$ cat src/rtl/fifo_fwft.sv
// -----------------------------------------------------------------------------
// fifo_fwft
//
// Single-clock first-word-fall-through FIFO. The head of the queue is always
// shown on dout, qualified by empty=0; asserting rd_en pops it. Storage is a
// synchronous-read RAM of 2**DEPTH_WIDTH words plus one output (prefetch)
// register, giving a total capacity of 2**DEPTH_WIDTH + 1 words.
//
// Ports:
//   clk    in   clock, all state updates on the rising edge
//   rst    in   synchronous active-high reset (pointers, valid, dout)
//   din    in   write data, sampled when wr_en=1 and full=0
//   wr_en  in   write strobe
//   full   out  RAM holds 2**DEPTH_WIDTH words; writes are dropped
//   dout   out  head-of-queue word, meaningful when empty=0
//   rd_en  in   pop strobe, honoured when empty=0
//   empty  out  no valid word on dout
// -----------------------------------------------------------------------------
module fifo_fwft #(
    parameter int DEPTH_WIDTH = 4,
    parameter int DATA_WIDTH  = 16
) (
    input  logic                  clk,
    input  logic                  rst,
    input  logic [DATA_WIDTH-1:0] din,
    input  logic                  wr_en,
    output logic                  full,
    output logic [DATA_WIDTH-1:0] dout,
    input  logic                  rd_en,
    output logic                  empty
);

    localparam int DEPTH = 1 << DEPTH_WIDTH;
    localparam logic [DEPTH_WIDTH:0] PTR_ONE = {{DEPTH_WIDTH{1'b0}}, 1'b1};

    logic [DATA_WIDTH-1:0]  mem_q [DEPTH];

    logic [DEPTH_WIDTH:0]   wptr_q, wptr_d;
    logic [DEPTH_WIDTH:0]   wptr_vis_q;
    logic [DEPTH_WIDTH:0]   rptr_q, rptr_d;
    logic                   valid_q, valid_d;
    logic [DATA_WIDTH-1:0]  dout_q, dout_d;

    logic                   wr_fire;
    logic                   pop;
    logic                   ram_empty;
    logic                   prefetch;

    // Full compares the live write pointer: same slot index, opposite lap.
    assign full  = (wptr_q[DEPTH_WIDTH] != rptr_q[DEPTH_WIDTH]) &&
                   (wptr_q[DEPTH_WIDTH-1:0] == rptr_q[DEPTH_WIDTH-1:0]);
    assign empty = !valid_q;
    assign dout  = dout_q;

    assign wr_fire = wr_en && !full;
    assign pop     = rd_en && valid_q;

    // The read side sees the write pointer one cycle late, so a word becomes
    // readable only on the edge after it was stored. This keeps the RAM from
    // ever having to resolve a read and a write of the same slot on one edge,
    // and gives the two-edge first-word latency.
    assign ram_empty = (wptr_vis_q == rptr_q);

    // Refill the output register when it is vacant or being popped this edge;
    // popping and refilling on the same edge keeps the read stream bubble-free.
    assign prefetch = !ram_empty && (!valid_q || pop);

    always_comb begin
        wptr_d  = wptr_q;
        rptr_d  = rptr_q;
        valid_d = valid_q;
        dout_d  = dout_q;
        if (wr_fire) begin
            wptr_d = wptr_q + PTR_ONE;
        end
        if (prefetch) begin
            rptr_d  = rptr_q + PTR_ONE;
            dout_d  = mem_q[rptr_q[DEPTH_WIDTH-1:0]];
            valid_d = 1'b1;
        end else if (pop) begin
            // Popped with nothing readable behind it; dout keeps its old value.
            valid_d = 1'b0;
        end
    end

    always_ff @(posedge clk) begin
        if (rst) begin
            wptr_q     <= '0;
            wptr_vis_q <= '0;
            rptr_q     <= '0;
            valid_q    <= 1'b0;
            dout_q     <= '0;
        end else begin
            wptr_q     <= wptr_d;
            wptr_vis_q <= wptr_q;
            rptr_q     <= rptr_d;
            valid_q    <= valid_d;
            dout_q     <= dout_d;
        end
    end

    // RAM array is deliberately not reset; stale contents are unreachable
    // once the pointers are cleared.
    always_ff @(posedge clk) begin
        if (wr_fire) begin
            mem_q[wptr_q[DEPTH_WIDTH-1:0]] <= din;
        end
    end

endmodule

$ cat config.mk
export PLATFORM = sky130hd
export DESIGN_NAME = fifo_fwft
export DESIGN_NICKNAME = d
export VERILOG_FILES = /design/src/rtl/fifo_fwft.sv
export SDC_FILE = /design/constraint.sdc
export NUM_CORES = 1
export LEC_CHECK = 0
export ABC_CLOCK_PERIOD_IN_PS = 3880
export CORE_AREA = 2 2 146 148
export DETAILED_ROUTE_END_ITERATION = 10
export DIE_AREA = 0 0 148 150
export PLACE_DENSITY = 0.72
export RECOVER_POWER = 25
export SLEW_MARGIN = 10
export SYNTH_ARGS = -nofsm -noshare
export SYNTH_HDL_FRONTEND = slang
export SYNTH_SLANG_ARGS = --single-unit
$ cat constraint.sdc
create_clock -name clk -period 3.88 [get_ports clk]
set_input_delay 0.776 -clock clk [delete_from_list [all_inputs] [get_ports clk]]
set_output_delay 0.776 -clock clk [all_outputs]
set_load 0.05 [all_outputs]
==> flow_summary.toml <==
[outcome]
status = "finished, final reports clean"

[place]
dp_cells = 891
dp_hpwl_mm = 13.5
io_buffers = 37
routabilityCongestion = 0.801

[worst_setup_path]
critical_path_class = "reg -> out"
worst_setup_path_start_kind = "flip-flop"
critPathRequiredTime_ns = 3.10
worstSetupStartpoint = "rptr_q[1]$_SDFFE_PP0P_"
crit_path_end_kind = "primary output"
cp_max_fo = 20
timing.rr.start = "rptr_q[1]$_SDFFE_PP0P_"
critPathArrivalTime_ns = 2.35

[floorplan]
core_area_um2 = 20700
initial_utilization_pct = 54.3
ios = 38
die_x_um = 148
die_y_um = 150
die-area_um2 = 22200
row_count = 53

[synth]
syn-cell-area_um2 = 11200
ys_ff_latch = 288
synthXorXnorAreaFrac_pct = 1.01
ys_warn_count = 0
synth-compound-area-share_pct = 4.25
synth.net_count = 625
synth_area_per_cell_um2 = 18.7
synthMuxAreaShare_pct = 13.4
async_flop_share_pct = 0
yosysSeqAreaShare_pct = 74.1
yosys.area_share.simple_pct = 4.50
synth_fa_ha_area_share_pct = 0.557
synth_top_family_by_area = "multiplexers"
synth.distinct_cells = 37
synth-edff-count = 256
synthCells = 600
synth_ff_type = "edfxtp_1"

[worst_hold_path]
hp-start = "dout[1]$_SDFFE_PP0P_"
hold_class = "reg -> reg"

[cells_and_area]
final_cells = 944
synthToLayoutAreaGrowth_pct = 14.7
nNetsFinal = 672
layout-drive-gt1-share_pct = 22.9
diodes = 0

[route]
dr.pass1.iters = 5
wl_met1_mm = 9.88
wirelength_mm = 23.1
viasPerCell = 5.97
num_vias = 5636
ant_nets = 0
topRoutingLayerUsed = "met4"
drc = 0
wl_met2_mm = 11.1
wl_met3_mm = 1.62
drtIter0Drc = 524
wl_per_cell_um = 24.5

[clock_network]
clkLatencyLatePin_ns = 0.55
hold_buffers = 0
clock_path_buffers = 3
cts.sinks = 288
cts_root_buffer = "clkbuf_16"
cts_resized = 0
cts_tree = "yes"
postCtsSetupBuffers = 0
h-tree-depth = 1
numCtsBuffers = 29
clk_pin_slew_ns = 0.06

[sta]
rsz0062_at_grt = "no"
fmax_mhz = 320
tns_ns = 0
fin_crit_ns = 3.13
slew_headroom_pct = 36.1
slew_violations = 0
clock_skew_ns = 0.0134
finalHoldViolations = 0
tightest_slew_ns = 0.959
hold_slack_ns = 0.501
setup_viol = 0
fin_crit_sh_pct = 80.6

[power]
power.density_nw_per_um2 = 614
power.leakage_nw = 4.17
fin_total_pwr_w = 0.00792
vdd_ir_drop_max_mv = 0.437

[flow_run]
drv_cap = 0

[global_route]
grt_max_degree = 47
grt_pass1_vias = 5705
antenna_found_initial = 0
grt-ovfl-total = 0
grt_usage_pct = 21.3
grt_pass1_wl_mm = 34.9
## cells by family after synthesis
logic type | count (synthesis)
adder cells (fa/ha/maj) | 5
AND/OR/NAND/NOR | 96
AO/OA/AOI/OAI | 70
buffers and inverters | 42
flip-flops | 288
multiplexers | 86
XOR/XNOR | 13
## synth_stat cells (all sizes together), types with 2 or more instances
cell type  number  area [um2]
buf            27         185
a21oi          17        88.8
nand4           2        12.5
and3           14        87.6
nand2b          2        12.5
edfxtp        256        7690
xnor2           6        52.6
dfxtp          32         641
clkbuf         12        45.0
inv             3        11.3
nor2b          24         150
a211oi         32         245
xor2            7        61.3
mux2           36         405
nor2           30         113
o22ai          16         100
nand2           2        7.51
mux4           48        1080
mux2i           2        20.0
ha              5        62.6
nor3           18        95.1
## metrics by stage
| stage | cell area (um2) | util, % | setup slack (ns) |
|---|---|---|---|
| after detailed placement | 11900 | 57.4 | 1.02 |
| final | 12900 | 62.3 | 0.752 |
| after CTS | 12900 | 62.3 | 0.727 |
| after floorplan | 11200 | - | 1.42 |
| after global routing | 12900 | 62.3 | 0.589 |
| after global placement | 11900 | 57.4 | 1.09 |
## path summary, 6_finish.rpt
kind                      endpoint  slack [ns]  cells past startpoint
max                           full        0.75                      4
min           dout[1]$_SDFFE_PP0P_        0.50                      2
max reg2reg  dout[15]$_SDFFE_PP0P_        1.32                      6
min reg2reg   dout[1]$_SDFFE_PP0P_        0.50                      2
## cell type report
| type | count | area [um2] |
|---|---|---|
| clock buffer | 35 | 768 |
| clock inverter | 18 | 243 |
| fill | 1458 | 7800 |
| inverter | 3 | 11.3 |
| multi-input combinational | 270 | 2680 |
| sequential | 288 | 8340 |
| tap | 275 | 344 |
| timing repair buffer | 55 | 505 |
## worst max-delay path, cell delays in order, from the launching register on
cell and delay (ns):
dfxtp_4 0.58, xnor2_1 0.17, nand3_1 0.13, nor2_1 0.13
clkdlybuf4s50_1 0.81
## power breakdown
part | internal (W) | total, W | leakage (nW) | switching (W)
clock | 0.00180 | 0.00293 | 0.498 | 0.00113
sequential | 0.00349 | 0.00359 | 2.58 | 0.000107
combinational | 0.000582 | 0.00139 | 1.09 | 0.000810
## flip-flops by register name, summed over array words and instances, names as in the netlist
register / flops
rptr_q: 5
valid_q: 1
dout: 16
mem_q: 256
wptr_vis_q: 5
wptr_q: 5
## cells in the final DEF, fill, tap and decap left out, types with 7 or more instances in the layout
cell type	instances
clkdlybuf4s50_1	27
nor3_1	16
nor2b_1	24
and3_1	14
xor2_1	7
o22ai_1	16
dlygate4sd3_1	10
clkbuf_16	29
edfxtp_1	256
clkinv_2	7
nor2_1	30
a211oi_1	31
mux2_2	31
a21oi_1	16
buf_4	18
mux4_2	48
dfxtp_1	29
## routing by layer
layer	vias to the layer above	global-route usage (%)
met5	-	0
met4	0	5.29
met3	42	4.09
met2	218	34.3
met1	2870	30.4
li1	2506	-
Power figures use the tool's default switching activity.
